===== src/rtl/dense_0_mac_if.sv =====
// dense_0_mac_if: control, memory read and result handshake signals of the dense layer 0 MAC.
interface dense_0_mac_if #(
  parameter int AW_W = 10,
  parameter int AW_A = 8,
  parameter int DW_W = 8,
  parameter int DW_A = 8,
  parameter int ACC_W = 32
);
  logic              start;
  logic              busy;
  logic              done;
  logic              w_en;
  logic [AW_W-1:0]   w_addr;
  logic [DW_W-1:0]   w_rdata;
  logic              act_en;
  logic [AW_A-1:0]   act_addr;
  logic [DW_A-1:0]   act_rdata;
  logic              out_valid;
  logic              out_ready;
  logic [1:0]        out_idx;
  logic [ACC_W-1:0]  out_data;
  modport master (
    input  start, w_rdata, act_rdata, out_ready,
    output busy, done, w_en, w_addr, act_en, act_addr, out_valid, out_idx, out_data
  );
  modport slave (
    output start, w_rdata, act_rdata, out_ready,
    input  busy, done, w_en, w_addr, act_en, act_addr, out_valid, out_idx, out_data
  );
endinterface


===== src/rtl/dense_0_mac.sv =====
// dense_0_mac: sequences weight/activation reads and accumulates one zero-point-corrected dot product per neuron.
module dense_0_mac #(
  parameter int NUM_INPUTS  = 169,
  parameter int NUM_OUTPUTS = 3,
  parameter int AW_W        = 10,
  parameter int AW_A        = 8,
  parameter int DW_W        = 8,
  parameter int DW_A        = 8,
  parameter int ACC_W       = 32,
  parameter int OFFSET_ENT  = 1,
  parameter int OFFSET_FIL  = 0
) (
  input logic clk,
  input logic rst,
  dense_0_mac_if.master bus
);
  typedef enum logic [1:0] {IDLE, RUN, DRAIN, OUT} state_t;
  localparam logic [AW_A-1:0] LAST_I = AW_A'(NUM_INPUTS - 1);
  localparam logic [1:0] LAST_J = 2'(NUM_OUTPUTS - 1);
  localparam int PW = DW_A + DW_W + 2;
  state_t state_q, state_d;
  logic [AW_A-1:0] i_q, i_d;
  logic [1:0] j_q, j_d;
  logic [AW_W-1:0] wp_q, wp_d;
  logic signed [ACC_W-1:0] acc_q, acc_d;
  logic signed [PW-1:0] prod_q, prod_d;
  logic v1_q, v2_q, cnt_q, cnt_d, done_q, done_d;
  logic signed [DW_A:0] a_s;
  logic signed [DW_W:0] w_s;
  always_comb begin
    a_s = $signed({1'b0, bus.act_rdata}) - (DW_A+1)'(OFFSET_ENT);
    w_s = $signed({bus.w_rdata[DW_W-1], bus.w_rdata}) - (DW_W+1)'(OFFSET_FIL);
    prod_d = a_s * w_s;
  end
  always_comb begin
    state_d = state_q;
    i_d = i_q;
    j_d = j_q;
    wp_d = wp_q;
    cnt_d = cnt_q;
    done_d = 1'b0;
    acc_d = v2_q ? acc_q + {{(ACC_W-PW){prod_q[PW-1]}}, prod_q} : acc_q;
    case (state_q)
      IDLE: if (bus.start) begin
        state_d = RUN;
        i_d = '0;
        j_d = '0;
        wp_d = '0;
        acc_d = '0;
      end
      RUN: begin
        i_d = i_q + 1'b1;
        wp_d = wp_q + 1'b1;
        cnt_d = 1'b0;
        state_d = (i_q == LAST_I) ? DRAIN : RUN;
      end
      DRAIN: begin
        cnt_d = ~cnt_q;
        state_d = cnt_q ? OUT : DRAIN;
      end
      OUT: if (bus.out_ready) begin
        acc_d = '0;
        i_d = '0;
        done_d = (j_q == LAST_J);
        state_d = (j_q == LAST_J) ? IDLE : RUN;
        j_d = (j_q == LAST_J) ? j_q : j_q + 1'b1;
      end
      default: state_d = IDLE;
    endcase
  end
  always_ff @(posedge clk) begin
    if (rst) begin
      state_q <= IDLE;
      i_q <= '0;
      j_q <= '0;
      wp_q <= '0;
      acc_q <= '0;
      prod_q <= '0;
      v1_q <= 1'b0;
      v2_q <= 1'b0;
      cnt_q <= 1'b0;
      done_q <= 1'b0;
    end else begin
      state_q <= state_d;
      i_q <= i_d;
      j_q <= j_d;
      wp_q <= wp_d;
      acc_q <= acc_d;
      prod_q <= v1_q ? prod_d : prod_q;
      v1_q <= (state_q == RUN);
      v2_q <= v1_q;
      cnt_q <= cnt_d;
      done_q <= done_d;
    end
  end
  // Read enables follow the state; the registered memory answers one cycle later into s1.
  assign bus.busy = (state_q != IDLE);
  assign bus.done = done_q;
  assign bus.w_en = (state_q == RUN);
  assign bus.act_en = (state_q == RUN);
  assign bus.w_addr = wp_q;
  assign bus.act_addr = i_q;
  assign bus.out_valid = (state_q == OUT);
  assign bus.out_idx = j_q;
  assign bus.out_data = acc_q;
endmodule


===== src/flat_wrapper.sv =====
// flat-port wrapper written by rule: the top's interface ports become plain ports
module dense_0_mac_flat 
#(
  parameter int NUM_INPUTS  = 169,
  parameter int NUM_OUTPUTS = 3,
  parameter int AW_W        = 10,
  parameter int AW_A        = 8,
  parameter int DW_W        = 8,
  parameter int DW_A        = 8,
  parameter int ACC_W       = 32,
  parameter int OFFSET_ENT  = 1,
  parameter int OFFSET_FIL  = 0
)
  (clk, rst, bus_start, bus_w_rdata, bus_act_rdata, bus_out_ready, bus_busy, bus_done, bus_w_en, bus_w_addr, bus_act_en, bus_act_addr, bus_out_valid, bus_out_idx, bus_out_data);
  dense_0_mac_if #(.AW_W(AW_W), .AW_A(AW_A), .DW_W(DW_W), .DW_A(DW_A), .ACC_W(ACC_W)) bus_i ();
  input logic clk;
  input logic rst;
  input wire logic [$bits(bus_i.start)-1:0] bus_start;
  input wire logic [$bits(bus_i.w_rdata)-1:0] bus_w_rdata;
  input wire logic [$bits(bus_i.act_rdata)-1:0] bus_act_rdata;
  input wire logic [$bits(bus_i.out_ready)-1:0] bus_out_ready;
  output wire logic [$bits(bus_i.busy)-1:0] bus_busy;
  output wire logic [$bits(bus_i.done)-1:0] bus_done;
  output wire logic [$bits(bus_i.w_en)-1:0] bus_w_en;
  output wire logic [$bits(bus_i.w_addr)-1:0] bus_w_addr;
  output wire logic [$bits(bus_i.act_en)-1:0] bus_act_en;
  output wire logic [$bits(bus_i.act_addr)-1:0] bus_act_addr;
  output wire logic [$bits(bus_i.out_valid)-1:0] bus_out_valid;
  output wire logic [$bits(bus_i.out_idx)-1:0] bus_out_idx;
  output wire logic [$bits(bus_i.out_data)-1:0] bus_out_data;
  assign bus_i.start = bus_start;
  assign bus_i.w_rdata = bus_w_rdata;
  assign bus_i.act_rdata = bus_act_rdata;
  assign bus_i.out_ready = bus_out_ready;
  assign bus_busy = bus_i.busy;
  assign bus_done = bus_i.done;
  assign bus_w_en = bus_i.w_en;
  assign bus_w_addr = bus_i.w_addr;
  assign bus_act_en = bus_i.act_en;
  assign bus_act_addr = bus_i.act_addr;
  assign bus_out_valid = bus_i.out_valid;
  assign bus_out_idx = bus_i.out_idx;
  assign bus_out_data = bus_i.out_data;
  dense_0_mac #(.NUM_INPUTS(NUM_INPUTS), .NUM_OUTPUTS(NUM_OUTPUTS), .AW_W(AW_W), .AW_A(AW_A), .DW_W(DW_W), .DW_A(DW_A), .ACC_W(ACC_W), .OFFSET_ENT(OFFSET_ENT), .OFFSET_FIL(OFFSET_FIL)) u_core (.clk(clk), .rst(rst), .bus(bus_i));
endmodule

===== config.mk =====
export PLATFORM = sky130hd
export DESIGN_NAME = dense_0_mac_flat
export DESIGN_NICKNAME = d
export VERILOG_FILES = /design/src/rtl/dense_0_mac_if.sv /design/src/rtl/dense_0_mac.sv /design/src/flat_wrapper.sv
export SDC_FILE = /design/constraint.sdc
export NUM_CORES = 1
export LEC_CHECK = 0
export CAP_MARGIN = 20
export CORE_MARGIN = 1.5
export CORE_UTILIZATION = 51
export CTS_BUF_LIST = sky130_fd_sc_hd__clkbuf_8
export DETAILED_ROUTE_END_ITERATION = 10
export PLACE_DENSITY = 0.73
export RECOVER_POWER = 50
export SYNTH_ARGS = -nofsm -noshare
export SYNTH_HDL_FRONTEND = slang
export SYNTH_SLANG_ARGS = --single-unit

===== constraint.sdc =====
create_clock -name clk -period 6.5 [get_ports clk]
set_clock_uncertainty 0.2 [all_clocks]
set_input_delay 0.975 -clock clk [delete_from_list [all_inputs] [get_ports clk]]
set_output_delay 0.975 -clock clk [all_outputs]
set_load 0.03 [all_outputs]

==> results.md <==
Status:
- The run finished with clean final reports.

STA:
- The final setup TNS is 0 ns.
- The headroom to the max-slew limit is 0.373.
- The final period demand of the worst path is 6.07 ns.
- The maximum operating frequency is 165 MHz.
- The number of hold-slack violations in the final timing report is 0.
- The number of max-slew violations in the final report is 0.
- Setup repair after global routing left no endpoint under its margin.
- Setup violations remaining at the end of the flow were counted as 0.
- At the pin with the least slew margin, the transition time is 0.939 ns.
- Of the available clock period, the critical path in the final layout requires 0.934.

Global routing:
- The via count of the first global-routing pass came to 5,800.
- For this run, the total global-route usage over all layers was measured as 0.213.
- The number of antenna violations at the first check in global routing is 0.
- The first-pass GRT wire length is 26.4 mm.
- Entering global routing, the biggest net connects 37 pins.
- After global routing the overflow that remains totals 0.

Worst setup path:
- On the worst path, the slowest cell contributes a delay of 0.55 ns.
- The type of element launching the critical path is an input pin.
- The beginning of the worst register-to-register path is u_core.prod_q[16].
- Along the worst path, the maximum fanout reaches 8.
- STA puts the critical path data required time at 6.53 ns.
- The element type at the critical path end is a register.
- The start point of the critical path is bus_act_rdata[0].
- The dominant cell type by count on the critical path is fa_1.
- The slowest cell on the critical path is fa_1.
- The critical path in this run is classified as input pin to register.
- Walking the worst path, the cells encountered are clkdlybuf4s50_1 -> inv_1 -> ha_1 -> nand2_1 -> or3_1 -> nor3_1 -> buf_4 -> and2_1 -> fa_1 -> inv_1 -> fa_1 -> fa_1 -> fa_1 -> inv_1 -> ha_1 -> and2_1 -> o21ai_0 -> a31oi_1 -> nor4bb_1 -> or3_1.
- The arrival time reported for the critical path endpoint is 6.10 ns.

Placement:
- The total of buffers placed on input and output ports is 76.
- Routability-driven placement finished with a final weighted congestion of 0.888.
- The HPWL reported at the end of detailed placement is 12.3 mm.

Power and ir drop:
- IR analysis of the VDD net gives a maximum drop of 112 uV.
- Summed over all cells, the static leakage comes to 3.91 nW.
- The completed layout was analyzed and its total power is 1.65 mW.
- For this design the ratio of total power to cell area is 191 mW/mm^2.

Layout:
- The final layout net count is 1,109.
- The library cell used most frequently in the layout, excluding fill and tap cells, is inv_1.
- In the final layout, flip-flops and latches occupy 0.00150 mm^2.
- In the final layout, the multi-input gates occupy 0.00543 mm^2.
- The layout-stage area growth over the synthesis result is 16.3%.
- The layout has 1,281 filler cells.
- The number of diodes added for antenna fixing is 0.
- Of the cells placed in the final design, the portion with a size suffix greater than 1 is 0.0541.
- The library cells used most frequently in the layout, excluding fill and tap cells, are 115 x inv_1, 78 x nor2_1, 75 x dfxtp_1, 70 x ha_1, 63 x fa_1.

Worst hold path:
- In this run the most critical hold path is launched from u_core.prod_q[0].
- The tightest min-delay check is of the register to register type.

Drt:
- The pre-antenna-repair detailed-routing pass consisted of 5 iterations.
- Using the TritonRoute via totals, the vias-per-cell ratio works out to 5.33.
- The number of DRC markers after the initial detailed-route iteration is 289.
- The residual DRC count is 0.
- The detailed-route wire length per cell is 13.3 um.
- Summed over all layers, the routed wires come to 15.2 mm.
- Summing over every cut layer, the via total after detailed routing is 6,083.
- Once detail routing completed, the nets flagged for antenna violations numbered 0.

Logic synthesis:
- The instance count of the mapped netlist is 871.
- Counting flops and latches in the post-synthesis netlist gives 75.
- The largest area contributor in the netlist is dfxtp_1.
- The fraction of synthesized cell area taken by the top area cell type is 0.202.
- The total standard cell area after synthesis is 0.00745 mm^2.
- After synthesis, the cell types taking the most area are dfxtp_1 20%, fa_1 17%, ha_1 12%.
- The warning count from the yosys run is 0.
- A synthesized cell averages 8.55 um^2.
- In this run, synthesis inferred 0 flip-flops with an integrated enable.
- The most used flip-flop cell after synthesis is dfxtp_1.
- The synthesized net count is 1,024.
- After synthesis, the share of flip-flops with an asynchronous set or reset is 0.
- The netlist uses 70 different library cells.
- Of the synthesized area, sequential elements account for 0.202.

Clock network:
- Counting the buffers created by CTS gives 9.
- The TritonCTS sink count is 75.
- The root buffer selected by CTS is clkbuf_8.
- The worst-case clock buffer depth is 2.
- The clock latency on the worst-skew pair is 0.35 ns.
- The clock transition at the registers of the reported paths is 0.08 ns.
- TritonCTS built the clock tree.
- Once the clock tree was built, the resizer swapped 0 gates to a different size.
- The number of H-tree branching levels is 3.
- After clock tree synthesis, the flow added hold-fix buffers numbering 0.
- Buffers added to address setup during post-CTS repair amount to 0.

Die:
- The floorplan row count is 43.
- After floorplanning, the core was sized to cover 0.0141 mm^2.
- The number of primary I/O pins is 77.
- The chip height is 124 um.
- The floorplan die width is 124 um.
- The die covers 0.0153 mm^2.
- The initial utilization of the core area, before any placement, comes to 0.529.

Job:
- The tool flagged a number of max-cap violations equal to 0.
==> per-stage QoR <==
step                      cells  area (um^2)   util  worst slack [ns]  hold slack, ns
after floorplan             871         7450      -             0.383           0.250
after global placement     1125         8490  0.602             0.144           0.262
after detailed placement   1125         8490  0.602            0.0107           0.274
after CTS                  1141         8670  0.615             0.395           0.285
after global routing       1141         8670  0.615            0.0620           0.300
final                      1141         8670  0.615             0.431           0.280
==> cells by family (layout without fill, tap and decap cells) <==
| logic type | count (synthesis) | after routing | synth area share |
|---|---|---|---|
| buffers and inverters | 136 | 226 | 0.0704 |
| AOI/OAI and AO/OA | 156 | 156 | 0.139 |
| muxes | 30 | 30 | 0.0405 |
| DFF | 75 | 75 | 0.202 |
| adders and majority gates | 133 | 133 | 0.287 |
| and+or+nand+nor | 292 | 292 | 0.204 |
| xor gates and xnor gates | 49 | 49 | 0.0576 |
==> cell type report <==
type                       count  share of cell area
timing repair buffer          96               0.105
tap                          180              0.0260
clock buffer                  10              0.0159
sequential                    75               0.173
inverter                     114              0.0494
multi-input combinational    660               0.626
clock inverter                 6             0.00476
==> synth_stat cells (26+ instances only) <==
library cell and n:
inv_1 114, nor2_1 78, dfxtp_1 75, ha_1 70
fa_1 63, nand2_1 47, a21oi_1 42, xnor2_1 32
nor2b_1 30, o21ai_0 30, mux2i_1 29, nand3_1 26
==> metal layers <==
layer | track usage | share of wire | vias up
met4 | 0.0697 | 0.0089 | 0
met3 | 0.0220 | 0.027 | 10
met1 | 0.284 | 0.49 | 2857
met5 | 0 | 0 | -
li1 | - | - | 3119
met2 | 0.363 | 0.48 | 97
==> final timing paths <==
kind | endpoint | slack, ns | cells after the start
max reg2reg | u_core.bus.out_data[26] | 3.07 | 9
min reg2reg | u_core.prod_q[0] | 0.28 | 2
min | u_core.prod_q[0] | 0.28 | 2
max | u_core.prod_q[15] | 0.43 | 20
==> worst max-delay path: cells and delay by family <==
| family | cells | cell delay, ns |
|---|---|---|
| AOI/OAI and AO/OA | 2 | 0.36 |
| adders and majority gates | 6 | 2.50 |
| buffers and inverters | 5 | 0.77 |
| and+or+nand+nor | 7 | 1.50 |
==> state kept, by name (all words and copies together), names as in the netlist, 2 cells and up, named ones only <==
name / cells
u_core.bus.out_idx: 2
u_core.prod_q: 17
u_core.bus.w_addr: 10
u_core.bus.act_addr: 8
u_core.bus.out_data: 32
==> power by group <==
group | total (mW) | leakage [nW] | internal [mW] | switching (mW)
sequential | 0.509 | 0.607 | 0.486 | 0.0239
combinational | 0.811 | 3.22 | 0.365 | 0.446
clock | 0.331 | 0.0901 | 0.149 | 0.182
Note: power is estimated with default switching activity, not from simulation.
